## src/rtl/crossing_scheduler_if.sv

```systemverilog
// -----------------------------------------------------------------------------
// crossing_scheduler_if
//
// Bundles the crossing scheduler's control inputs and light outputs.
//
// Signals:
//   tick       - one-cycle strobe per blink period (from the blinker)
//   pedReq     - one-cycle strobe from the debounced pedestrian button
//   mode       - level: 0 normal cycling, 1 night flashing
//   lightA     - road A light code (0 red, 1 green, 2 yellow, 3 off)
//   lightB     - road B light code, same encoding
//   walk       - pedestrian walk indication
//   pedPending - latched pedestrian request not yet served
//   phase      - current scheduler state code (debug / LED display)
//
// Modports:
//   master - the side producing tick/pedReq/mode and consuming the lights
//   slave  - the scheduler itself
// -----------------------------------------------------------------------------
interface crossing_scheduler_if;
    logic       tick;
    logic       pedReq;
    logic       mode;
    logic [1:0] lightA;
    logic [1:0] lightB;
    logic       walk;
    logic       pedPending;
    logic [2:0] phase;

    modport master (
        output tick,
        output pedReq,
        output mode,
        input  lightA,
        input  lightB,
        input  walk,
        input  pedPending,
        input  phase
    );

    modport slave (
        input  tick,
        input  pedReq,
        input  mode,
        output lightA,
        output lightB,
        output walk,
        output pedPending,
        output phase
    );
endinterface

```

## src/rtl/crossing_scheduler.sv

```systemverilog
// -----------------------------------------------------------------------------
// crossing_scheduler
//
// Phase sequencer for a two-way road crossing with one pedestrian crossing.
// Road A, road B and pedestrian walk requests share the crossing; every state
// is timed by one down-counter measured in blink ticks. A night mode flashes
// both roads yellow.
//
// Ports:
//   sysClk  - system clock, all logic on the rising edge
//   sysRstb - asynchronous active-low reset, released on the next rising edge
//   bus     - crossing_scheduler_if.slave (tick, pedReq, mode in;
//             lightA, lightB, walk, pedPending, phase out)
//
// Input semantics: tick and pedReq are strobes sampled on every rising edge
// they are high; there is no edge detection, so a tick held high for k cycles
// counts as k ticks. mode is a level and is acted on in the cycle it is seen.
// -----------------------------------------------------------------------------
module crossing_scheduler #(
    parameter int C_INT_GREEN  = 10,
    parameter int C_INT_YELLOW = 2,
    parameter int C_INT_CLEAR  = 1,
    parameter int C_INT_WALK   = 5,
    parameter int C_CNT_W      = 8
) (
    input  logic                   sysClk,
    input  logic                   sysRstb,
    crossing_scheduler_if.slave    bus
);

    typedef enum logic [2:0] {
        ALL_RED  = 3'd0,
        GREEN_A  = 3'd1,
        YELLOW_A = 3'd2,
        GREEN_B  = 3'd3,
        YELLOW_B = 3'd4,
        WALK     = 3'd5,
        FLASH    = 3'd6
    } state_t;

    localparam logic [1:0] L_RED    = 2'd0;
    localparam logic [1:0] L_GREEN  = 2'd1;
    localparam logic [1:0] L_YELLOW = 2'd2;
    localparam logic [1:0] L_OFF    = 2'd3;

    // Interval reload values. An interval of 0 behaves as 1 so every state
    // lasts at least one tick and the counter never has to wrap.
    localparam logic [C_CNT_W-1:0] LD_GREEN  = C_CNT_W'((C_INT_GREEN  < 1) ? 1 : C_INT_GREEN);
    localparam logic [C_CNT_W-1:0] LD_YELLOW = C_CNT_W'((C_INT_YELLOW < 1) ? 1 : C_INT_YELLOW);
    localparam logic [C_CNT_W-1:0] LD_CLEAR  = C_CNT_W'((C_INT_CLEAR  < 1) ? 1 : C_INT_CLEAR);
    localparam logic [C_CNT_W-1:0] LD_WALK   = C_CNT_W'((C_INT_WALK   < 1) ? 1 : C_INT_WALK);
    localparam logic [C_CNT_W-1:0] CNT_ONE   = C_CNT_W'(1);

    state_t             state;
    logic [C_CNT_W-1:0] cnt;
    logic               nextDir;     // 0: road A gets the next green, 1: road B
    logic               walkDone;    // a walk already ran in this clearance
    logic               flashPh;     // 0: yellow, 1: off while flashing
    logic               pedPending;

    logic               expire;

    // The tick that sees cnt == 1 is the last tick of the current state.
    assign expire = bus.tick && (cnt == CNT_ONE);

    // -------------------------------------------------------------------------
    // State machine and interval counter
    // -------------------------------------------------------------------------
    always_ff @(posedge sysClk or negedge sysRstb) begin
        if (!sysRstb) begin
            state      <= ALL_RED;
            cnt        <= LD_CLEAR;
            nextDir    <= 1'b0;
            walkDone   <= 1'b0;
            flashPh    <= 1'b0;
            pedPending <= 1'b0;
        end else begin
            // Requests are latched anywhere but WALK; the WALK-entry clear
            // further down overrides a request arriving on that same edge.
            if (bus.pedReq && (state != WALK)) begin
                pedPending <= 1'b1;
            end

            // Timed states count down on each tick; transitions below reload.
            if (bus.tick && (state != FLASH)) begin
                cnt <= cnt - 1'b1;
            end

            case (state)
                GREEN_A: begin
                    // Night mode cuts the green short without waiting for a tick.
                    if (bus.mode || expire) begin
                        state <= YELLOW_A;
                        cnt   <= LD_YELLOW;
                    end
                end

                YELLOW_A: begin
                    if (expire) begin
                        state   <= ALL_RED;
                        cnt     <= LD_CLEAR;
                        nextDir <= 1'b1;
                    end
                end

                GREEN_B: begin
                    if (bus.mode || expire) begin
                        state <= YELLOW_B;
                        cnt   <= LD_YELLOW;
                    end
                end

                YELLOW_B: begin
                    if (expire) begin
                        state   <= ALL_RED;
                        cnt     <= LD_CLEAR;
                        nextDir <= 1'b0;
                    end
                end

                ALL_RED: begin
                    if (expire) begin
                        if (bus.mode) begin
                            state   <= FLASH;
                            cnt     <= LD_CLEAR;
                            flashPh <= 1'b0;
                        end else if (pedPending && !walkDone) begin
                            state      <= WALK;
                            cnt        <= LD_WALK;
                            pedPending <= 1'b0;
                        end else begin
                            // walkDone only guards one clearance; a road
                            // green re-arms the pedestrian phase.
                            state    <= nextDir ? GREEN_B : GREEN_A;
                            cnt      <= LD_GREEN;
                            walkDone <= 1'b0;
                        end
                    end
                end

                WALK: begin
                    // Back through ALL_RED with walkDone set, so the road that
                    // was due still gets its green before another walk.
                    if (expire) begin
                        state    <= ALL_RED;
                        cnt      <= LD_CLEAR;
                        walkDone <= 1'b1;
                    end
                end

                FLASH: begin
                    if (!bus.mode) begin
                        state   <= ALL_RED;
                        cnt     <= LD_CLEAR;
                        flashPh <= 1'b0;
                    end else if (bus.tick) begin
                        flashPh <= ~flashPh;
                    end
                end

                default: begin
                    state <= ALL_RED;
                    cnt   <= LD_CLEAR;
                end
            endcase
        end
    end

    // -------------------------------------------------------------------------
    // Output decode from registered state
    // -------------------------------------------------------------------------
    logic [1:0] lightAComb;
    logic [1:0] lightBComb;
    logic       walkComb;

    always_comb begin
        lightAComb = L_RED;
        lightBComb = L_RED;
        walkComb   = 1'b0;
        case (state)
            GREEN_A:  lightAComb = L_GREEN;
            YELLOW_A: lightAComb = L_YELLOW;
            GREEN_B:  lightBComb = L_GREEN;
            YELLOW_B: lightBComb = L_YELLOW;
            WALK:     walkComb   = 1'b1;
            FLASH: begin
                lightAComb = flashPh ? L_OFF : L_YELLOW;
                lightBComb = flashPh ? L_OFF : L_YELLOW;
            end
            default: begin
                lightAComb = L_RED;
                lightBComb = L_RED;
            end
        endcase
    end

    assign bus.lightA     = lightAComb;
    assign bus.lightB     = lightBComb;
    assign bus.walk       = walkComb;
    assign bus.pedPending = pedPending;
    assign bus.phase      = state;

endmodule

```

## src/flat_wrapper.sv

```systemverilog
// flat-port wrapper written by rule: the top's interface ports become plain ports
module crossing_scheduler_flat 
#(
    parameter int C_INT_GREEN  = 10,
    parameter int C_INT_YELLOW = 2,
    parameter int C_INT_CLEAR  = 1,
    parameter int C_INT_WALK   = 5,
    parameter int C_CNT_W      = 8
)
  (sysClk, sysRstb, bus_tick, bus_pedReq, bus_mode, bus_lightA, bus_lightB, bus_walk, bus_pedPending, bus_phase);
  crossing_scheduler_if bus_i ();
  input  logic sysClk;
  input  logic sysRstb;
  input wire logic [$bits(bus_i.tick)-1:0] bus_tick;
  input wire logic [$bits(bus_i.pedReq)-1:0] bus_pedReq;
  input wire logic [$bits(bus_i.mode)-1:0] bus_mode;
  output wire logic [$bits(bus_i.lightA)-1:0] bus_lightA;
  output wire logic [$bits(bus_i.lightB)-1:0] bus_lightB;
  output wire logic [$bits(bus_i.walk)-1:0] bus_walk;
  output wire logic [$bits(bus_i.pedPending)-1:0] bus_pedPending;
  output wire logic [$bits(bus_i.phase)-1:0] bus_phase;
  assign bus_i.tick = bus_tick;
  assign bus_i.pedReq = bus_pedReq;
  assign bus_i.mode = bus_mode;
  assign bus_lightA = bus_i.lightA;
  assign bus_lightB = bus_i.lightB;
  assign bus_walk = bus_i.walk;
  assign bus_pedPending = bus_i.pedPending;
  assign bus_phase = bus_i.phase;
  crossing_scheduler #(.C_INT_GREEN(C_INT_GREEN), .C_INT_YELLOW(C_INT_YELLOW), .C_INT_CLEAR(C_INT_CLEAR), .C_INT_WALK(C_INT_WALK), .C_CNT_W(C_CNT_W)) u_core (.sysClk(sysClk), .sysRstb(sysRstb), .bus(bus_i));
endmodule
```

## config.mk

```make
export PLATFORM = sky130hd
export DESIGN_NAME = crossing_scheduler_flat
export DESIGN_NICKNAME = d
export VERILOG_FILES = /design/src/rtl/crossing_scheduler_if.sv /design/src/rtl/crossing_scheduler.sv /design/src/flat_wrapper.sv
export SDC_FILE = /design/constraint.sdc
export NUM_CORES = 1
export LEC_CHECK = 0
export ABC_AREA = 1
export BUFFER_PORTS_ARGS = -buffer_cell sky130_fd_sc_hd__buf_4
export CAP_MARGIN = 40
export CORE_MARGIN = 2
export CORE_UTILIZATION = 55
export CTS_BUF_LIST = sky130_fd_sc_hd__clkbuf_16
export CTS_CLUSTER_DIAMETER = 150
export DETAILED_ROUTE_END_ITERATION = 6
export GPL_TIMING_DRIVEN = 0
export PLACE_DENSITY = 0.77
export SLEW_MARGIN = 25
export SYNTH_ARGS = -nofsm -noshare
export SYNTH_HDL_FRONTEND = slang
export SYNTH_SLANG_ARGS = --single-unit
```

## constraint.sdc

```tcl
create_clock -name sysClk -period 2.02 [get_ports sysClk]
set_clock_uncertainty 0.1 [all_clocks]
set_input_delay 0.404 -clock sysClk [delete_from_list [all_inputs] [get_ports sysClk]]
set_output_delay 0.404 -clock sysClk [all_outputs]
set_load 0.005 [all_outputs]
```

### Yosys cells after proc, flatten, opt, wreduce, memory -nomap -nowiden

Index checks and enable logic that the tools add are counted.

| storage, ports and cells | value |
|---|---|
| output and inout port bits | 9 |
| flip-flop bits (word level) | 15 |
| bits of input ports | 5 |

| cells by class | value |
|---|---|
| reductions and logical operators | 16 |
| muxes and demuxes | 38 |
| $add $sub $neg | 1 |
| equality and inequality tests | 21 |
| bitwise gates (word level) | 1 |

Operators by type and width:

| cell | count |
|---|---|
| $mux 8 | 6 |
| $pmux 8 s4 | 1 |
| $mux 3 | 7 |
| $mux 1 | 16 |
| $pmux 3 s5 | 1 |
| $ne 2x1->1 const B | 7 |
| $pmux 2 s3 | 2 |
| $reduce_and 5->1 | 2 |
| $eq 3x3->1 const B | 3 |
| $ne 3x3->1 const B | 3 |
| $eq 8x1->1 const B | 1 |
| $ne 2x2->1 const B | 4 |
| $sub 8x1->8 const B | 1 |
| $eq 3x2->1 const B | 2 |
| $pmux 1 s2 | 3 |
| $reduce_bool 2->1 | 3 |
| $logic_and 1x1->1 | 4 |
| $mux 4 | 1 |
| $reduce_and 4->1 | 1 |
| $eq 3x1->1 const B | 1 |
| $logic_not 3->1 | 1 |
| $reduce_and 3->1 | 1 |
| $reduce_or 3->1 | 1 |
| $mux 2 | 1 |
| 4 further kinds | 4 |

### Longest topological paths before layout

Gate-level depths: netlist of run 1.

| logic depth | value |
|---|---|
| depth in word-level cells | 7 |
| mapped depth | 11 |
| mapped depth without buffers | 11 |

### Worst setup path before layout of run 1

No wires, ideal clock.

| timing path | value |
|---|---|
| path kind | flip-flop to flip-flop |
| start point | register u_core.cnt[0] |
| end point | register u_core.cnt[2] |
| stages on the path, launching flop included | 9 |
| path slack | 416 ps |
| required time | 1797 ps |
| period minus slack after synthesis | 1604 ps |
| data arrival time | 1381 ps |
| cells stage by stage | dfstp_2 -> ha_1 -> nand2_1 -> nor2_1 -> nand2_1 -> nand2_1 -> nand2_1 -> nor2_4 -> o21ai_1 |

| between the ends | value |
|---|---|
| cells in the longest elaborated chain, start to end | 5 |
| elaborated cells between the ends (all ways) | 10 |
| classes of those cells | add/sub: 1; eq/ne: 1; mux: 6; reduce/logical: 2 |

Ends and longest elaborated chain:

| item | RTL line | text |
|---|---|---|
| from (decl) | crossing_scheduler.sv:55 | `logic [C_CNT_W-1:0] cnt;` |
| from (signal assigned) | crossing_scheduler.sv:86 | `cnt <= cnt - 1'b1;` |
| parallel branches: the longest is 4 deep, another holds $sub 8x1->8 | -- |  |
| $pmux 8 s4 (*) | crossing_scheduler.sv:89 | `case (state)` |

Mark *: on every way between the ends.
A chain may end at the register's enable or synchronous reset.

### Final worst setup path of run 1

| timing path | value |
|---|---|
| start point | register u_core.state[0], in the netlist u_core.bus.phase[0] |
| end point | output port bus_lightB[0] |

| between the ends | value |
|---|---|
| cells in the longest elaborated chain, start to end | 2 |
| elaborated cells between the ends (all ways) | 4 |
| classes of those cells | eq/ne: 3; mux: 1 |

Ends and longest elaborated chain:

| item | RTL line | text |
|---|---|---|
| from (decl) | crossing_scheduler.sv:54 | `state_t state;` |
| from (signal assigned) | crossing_scheduler.sv:134 | `state <= nextDir ? GREEN_B : GREEN_A;` |
| $eq 3x3->1 / $eq 3x2->1 (equally long branches) | crossing_scheduler.sv:180 | `case (state)` |
| $pmux 2 s3 (*) | crossing_scheduler.sv:180 |  |
| to (decl) | flat_wrapper.sv:18 | `output wire logic [$bits(bus_i.lightB)-1:0] bus_lightB;` |

Every way passes the cells marked *; elsewhere a longest branch is shown, timed or not.

==> flow_summary.yaml, run 1 <==
outcome:
  outcome: "finished, final reports clean"
synthesis:
  synth_edf_count: 0
  synth_commonest_cells: "52 x nand2_1, 21 x inv_1, 19 x nor2_1"
  synth_seq_cells: 15
  netlist_instances: 155
  synth-main-ff-cell: "dfrtp_1"
  synth.most_common_cell: "nand2_1"
  synthMuxAreaShare_pct: 0
  syn_area_per_cell_um2: 6.61
  synth-adder-area-share_pct: 2.44
  netlist.area_leader.share_pct: 34.2
  synth_xor_area_share_pct: 3.42
  ys_top_cells_by_area: "dfrtp_1 34%, nand2_1 19%, inv_1 7.7%"
  synth_top_family_by_area: "simple AND/OR/NAND/NOR gates"
  yosysSeqAreaShare_pct: 36.8
  synth_compound_area_share_pct: 9.40
  synthArstFlopShare_pct: 100
  synthSimpleGateAreaFrac_pct: 39.2
  synth_cell_types: 22
  yosys.area.top_type: "dfrtp_1"
  synth.net_count: 162
  syn-cell-area_mm2: 0.00102
  yosysWarnings: 0
cts:
  cts_buffers: 3
  cts_max_level: 1
  clockBufferDepth: 2
  cts_root_buf: "clkbuf_16"
  clk_pin_slew_ps: 50
  insertion_delay_ps: 250
  cts_tree: "done"
  numClockSinks: 15
sta:
  slew_headroom_pct: 77.0
  tns_ps: 0
  rsz0062_at_grt: "false"
  fin_crit_sh_pct: 94.0
  finalWorstSetupSlack_ps: 120
  hold_ws_ps: 351
  maxSlewViolCount: 0
  hold_violations: 0
  worst_slew_pin_slew_ps: 343
  max_freq_mhz: 526
  setup_viol: 0
  period_minus_slack_ps: 1900
min_path:
  hold_class: "in2reg"
  hold_path_depth: 5
  min_to: "u_core.bus.pedPending$_DFF_PN0_"
  hp-start: "bus_pedReq"
critical_path:
  critPathTopFamily: "flip-flops"
  cp.arrival_ps: 1400
  cpMaxStageDelayCell: "dfrtp_1"
  reg2reg_to: "u_core.bus.phase[0]$_DFFE_PN0P_"
  startpoint: "u_core.bus.phase[0]$_DFFE_PN0P_"
  r2r_slack_ps: 180
  crit_required_ps: 1520
  crit_chain: "inv_2 > nor2_1 > nand2_1 > o21ai_0 > buf_4"
  path_class: "reg2out"
  path_max_fanout: 5
  cp_num_buf_inv: 2
  start_kind: "flip-flop"
  r2r-start: "u_core.cnt[0]$_DFF_PN1_"
  worstRegToRegCells: 9
  end_kind: "primary output"
  slowest_delay_ps: 440
floorplanning:
  core_mm2: 0.00175
  rows: 15
  die_area_mm2: 0.00222
  ioPinCount: 14
  die_h_um: 47.2
  initial_core_util_pct: 58.7
  die_w_um: 47.2
final_layout:
  layout.nets: 181
  n_antenna_cell: 0
  drive_gt1_share_pct: 16.2
  seqCellArea_um2: 377
  area_growth_pct: 22.3
  fillers: 162
  multi_input_area_um2: 566
route:
  ant_nets: 0
  drt_first_pass_iters: 4
  drtIter0Drc: 17
  wl_per_cell_um: 12.3
  drc_errors: 0
  vias_per_cell: 5.24
  wirelength_um: 2430
  via_count: 1038
global_route:
  grt_pass1_vias: 955
  grt-ovfl-total: 0
  grt_pass1_wl_um: 3900
  antenna_found_initial: 0
  grtUsageTotal_pct: 25.7
  grt_max_degree: 16
placement:
  io_buffers: 13
  gp_congestion: 0.808
  place_ws_ps: 180
  dp_hpwl_um: 1800
run:
  cap_violations: 0
power:
  peakVddDrop_mv: 0.806
  leakagePower_uw: 0.000681
  power.density_mw_per_mm2: 1560
## routing by layer
layer | track usage, % | vias up | part of all wire [%]
met5 | 0 | - | 0
met4 | 11.7 | 0 | 1.7
met3 | 3.46 | 4 | 3.3
met2 | 46.3 | 25 | 53
met1 | 29.9 | 484 | 42
li1 | - | 525 | -
## worst register-to-register path: cells and delay by family, from the launching register on
| kind | cells | cell delay [ps] |
|---|---|---|
| fa+ha+maj | 1 | 150 |
| flops | 1 | 540 |
| simple gates | 8 | 990 |
## how the worst max path moves through the flow
stage | endpoint | slack (ps) | depth (start not counted)
finish | bus_lightB[0] | 120 | 5
global route | bus_lightB[0] | 10 | 5
CTS | bus_lightB[0] | 130 | 5
detailed placement | u_core.bus.phase[0]$_DFFE_PN0P_ | 180 | 9
global placement | u_core.bus.phase[0]$_DFFE_PN0P_ | 200 | 9
floorplan | u_core.cnt[2]$_DFF_PN0_ | 420 | 8
## state kept, by name (all words and copies together) (netlist names)
register,cells
u_core.walkDone,1
u_core.nextDir,1
u_core.cnt,8
u_core.bus.pedPending,1
u_core.bus.phase,3
u_core.flashPh,1
## stage by stage
stage                     total power (uW)  util (%)  cells  instance area, um^2
after CTS                             1940      71.4    198                 1250
after global routing                  2120      71.8    198                 1250
after detailed placement              1520      66.1    193                 1150
after floorplan                       1240         -    155                 1020
final                                 1950      71.8    198                 1250
after global placement                1490      66.1    193                 1150
## power by group
group	leakage [uW]	total, uW	switching, uW	internal (uW)
sequential	0.000191	529	111	419
combinational	0.000453	1020	653	368
clock	0.0000371	399	132	267
## placed cells by master, fill, tap and decap left out, drive strengths merged
cell and n:
a21oi 2, nand2 52, buf 13, xor2 4
clkinvlp 1, o31ai 1, clkbuf 3, nand4 4
o21ai 12, ha 2, nand3 11, inv 24
o211ai 2, dfrtp 14, nor2 22, dfstp 1
dlygate4sd3 1, nor3 3, or2 1
## layout make-up
type	count	area share, %
repair buffers	14	8.58
well taps	25	2.50
inverters	24	7.19
clock buffers	3	5.99
flip-flops and latches	15	30.0
clock inverters	1	0.599
multi-input cells	116	45.1
## kinds of logic (layout without fill, tap and decap cells)
logic type	after synthesis	count (layout)
flops	15	15
buf+inv	24	42
compound gates	17	17
fa+ha+maj	2	2
xor+xnor	4	4
simple gates	93	93
## what timing repair did
item | in CTS | in global routing
setup buffers | 0 | 0
hold buffers | 1 | 0
resized for setup | 0 | 2
hold endpoints to repair | 14 | 0
setup endpoints to repair | 0 | 3
Power figures use the tool's default switching activity.
==> run 2, diff against run 1 <==
--- a/config.mk
+++ b/config.mk
@@ -15,6 +15,7 @@
 export DETAILED_ROUTE_END_ITERATION = 6
 export GPL_TIMING_DRIVEN = 0
 export PLACE_DENSITY = 0.77
+export RECOVER_POWER = 100
 export SLEW_MARGIN = 25
 export SYNTH_ARGS = -nofsm -noshare
 export SYNTH_HDL_FRONTEND = slang
==> run 2 against run 1 <==
Wire length decreased by 0.29%. Flip-flop and latch count is the same. Largest cell class unchanged. Critical path depth did not move. Largest power group unchanged. Register-to-register slack about the same.
==> flow_summary.yaml, run 2 (same netlist as run 1, synthesis figures left out) <==
final_layout:
  top_register: "u_core.cnt"
  n_antenna_cell: 0
  largest_reg_flops: 8
  area_growth_pct: 21.4
  layout.nets: 181
  final_common_cell: "nand2_1"
  seqCellArea_um2: 377
  fillers: 164
  multi_input_area_um2: 563
  drive_gt1_share_pct: 13.9
  final_cell_mix: "51 x nand2_1, 22 x inv_1, 20 x nor2_1"
cts:
  cts_buffers: 3
  insertion_delay_ps: 250
  cts_setup_buffers: 0
  cts_root_buf: "clkbuf_16"
  cts_max_level: 1
  clk_pin_slew_ps: 50
  clockBufferDepth: 2
  cts_tree: "done"
  numClockSinks: 15
critical_path:
  slowest_delay_ps: 420
  end_kind: "primary output"
  reg2reg_to: "u_core.cnt[2]$_DFF_PN0_"
  crit_required_ps: 1520
  cp_num_buf_inv: 2
  r2r_slack_ps: 170
  cp.arrival_ps: 1380
  path_max_fanout: 5
  worstRegToRegCells: 8
  cpMaxStageDelayCell: "dfrtp_1"
  r2r-start: "u_core.cnt[0]$_DFF_PN1_"
  start_kind: "flip-flop"
  path_class: "reg2out"
  critPathTopFamily: "flip-flops"
  crit_chain: "inv_2 > nor2_1 > nand2_1 > o21ai_0 > buf_4"
power:
  leakagePower_uw: 0.000673
  peakVddDrop_mv: 0.797
  power.density_mw_per_mm2: 1550
route:
  vias_per_cell: 5.17
  via_count: 1024
  drc_errors: 0
  wirelength_um: 2420
  drtIter0Drc: 17
  ant_nets: 0
  wl_per_cell_um: 12.2
  drt_first_pass_iters: 4
global_route:
  grt_pass1_vias: 955
  grt_max_degree: 16
  grt-ovfl-total: 0
  antenna_found_initial: 0
  grt_pass1_wl_um: 3900
  grtUsageTotal_pct: 25.7
outcome:
  outcome: "finished, final reports clean"
sta:
  hold_violations: 0
  setup_viol: 0
  hold_ws_ps: 351
  worst_slew_pin_slew_ps: 830
  period_minus_slack_ps: 1890
  slew_headroom_pct: 44.7
  tns_ps: 0
  max_freq_mhz: 530
  rsz0062_at_grt: "false"
  maxSlewViolCount: 0
  fin_crit_sh_pct: 93.3
run:
  cap_violations: 0
placement:
  gp_congestion: 0.808
  io_buffers: 13
  dp_hpwl_um: 1800
min_path:
  min_to: "u_core.bus.pedPending$_DFF_PN0_"
  hold_class: "in2reg"
  hp-start: "bus_pedReq"
  hold_path_depth: 5
floorplanning:
  rows: 15
  ioPinCount: 14
  initial_core_util_pct: 58.7
  core_mm2: 0.00175
  die_w_um: 47.2
  die_area_mm2: 0.00222
  die_h_um: 47.2
## run 2: how the worst max path moves through the flow
| stage | startpoint | end | cells after the start |
|---|---|---|---|
| 3_5_place_dp | u_core.cnt[0]$_DFF_PN1_ | u_core.bus.phase[0]$_DFFE_PN0P_ | 9 |
| 2_1_floorplan | u_core.cnt[0]$_DFF_PN1_ | u_core.cnt[2]$_DFF_PN0_ | 8 |
| 4_1_cts | u_core.bus.phase[0]$_DFFE_PN0P_ | bus_lightB[0] | 5 |
| 6_report | u_core.bus.phase[0]$_DFFE_PN0P_ | bus_lightB[0] | 5 |
| 3_3_place_gp | u_core.cnt[0]$_DFF_PN1_ | u_core.bus.phase[0]$_DFFE_PN0P_ | 9 |
| 5_1_grt | u_core.bus.phase[0]$_DFFE_PN0P_ | bus_lightB[0] | 5 |
## run 2: tightest hold or removal path: stages
cell and delay (ps):
buf_4 80, nand2_1 40, nand2_1 50, nand2_1 40, inv_1 50
## run 2: metal layers
layer  vias up  routed length (um)  track usage, %
met2        19                1300            46.3
met4         0                  42            11.7
met5         -                   0               0
met1       476                1020            29.9
met3         4                  63            3.46
li1        525                   -               -
## run 2: timing repair
| item | CTS | global route |
|---|---|---|
| setup endpoints to repair | 0 | 3 |
| gates resized for setup | 0 | 2 |
| endpoints found under the hold margin | 14 | 0 |
| hold buffers | 1 | 0 |
## run 2: area by class of cell
type,instances,share of cell area (%)
clock buffer,3,6.04
clock inverter,1,0.604
inverter,24,7.24
sequential,15,30.3
timing repair buffer,14,8.05
multi-input combinational,116,45.3
tap,25,2.52
## run 2: per-stage QoR
step	power [uW]	setup WS, ps	utilization (%)	cells	area (um^2)
finish	1930	134	71.3	198	1240
floorplan	1240	416	-	155	1020
detailed placement	1520	180	66.1	193	1150
CTS	1940	126	71.4	198	1250
global route	2100	33.9	71.3	198	1240
global placement	1490	200	66.1	193	1150
## run 2: power by group
group	internal [uW]	total [uW]	leakage (uW)	switching, uW
combinational	358	1010	0.000445	650
sequential	419	526	0.000191	107
clock	267	398	0.0000371	131
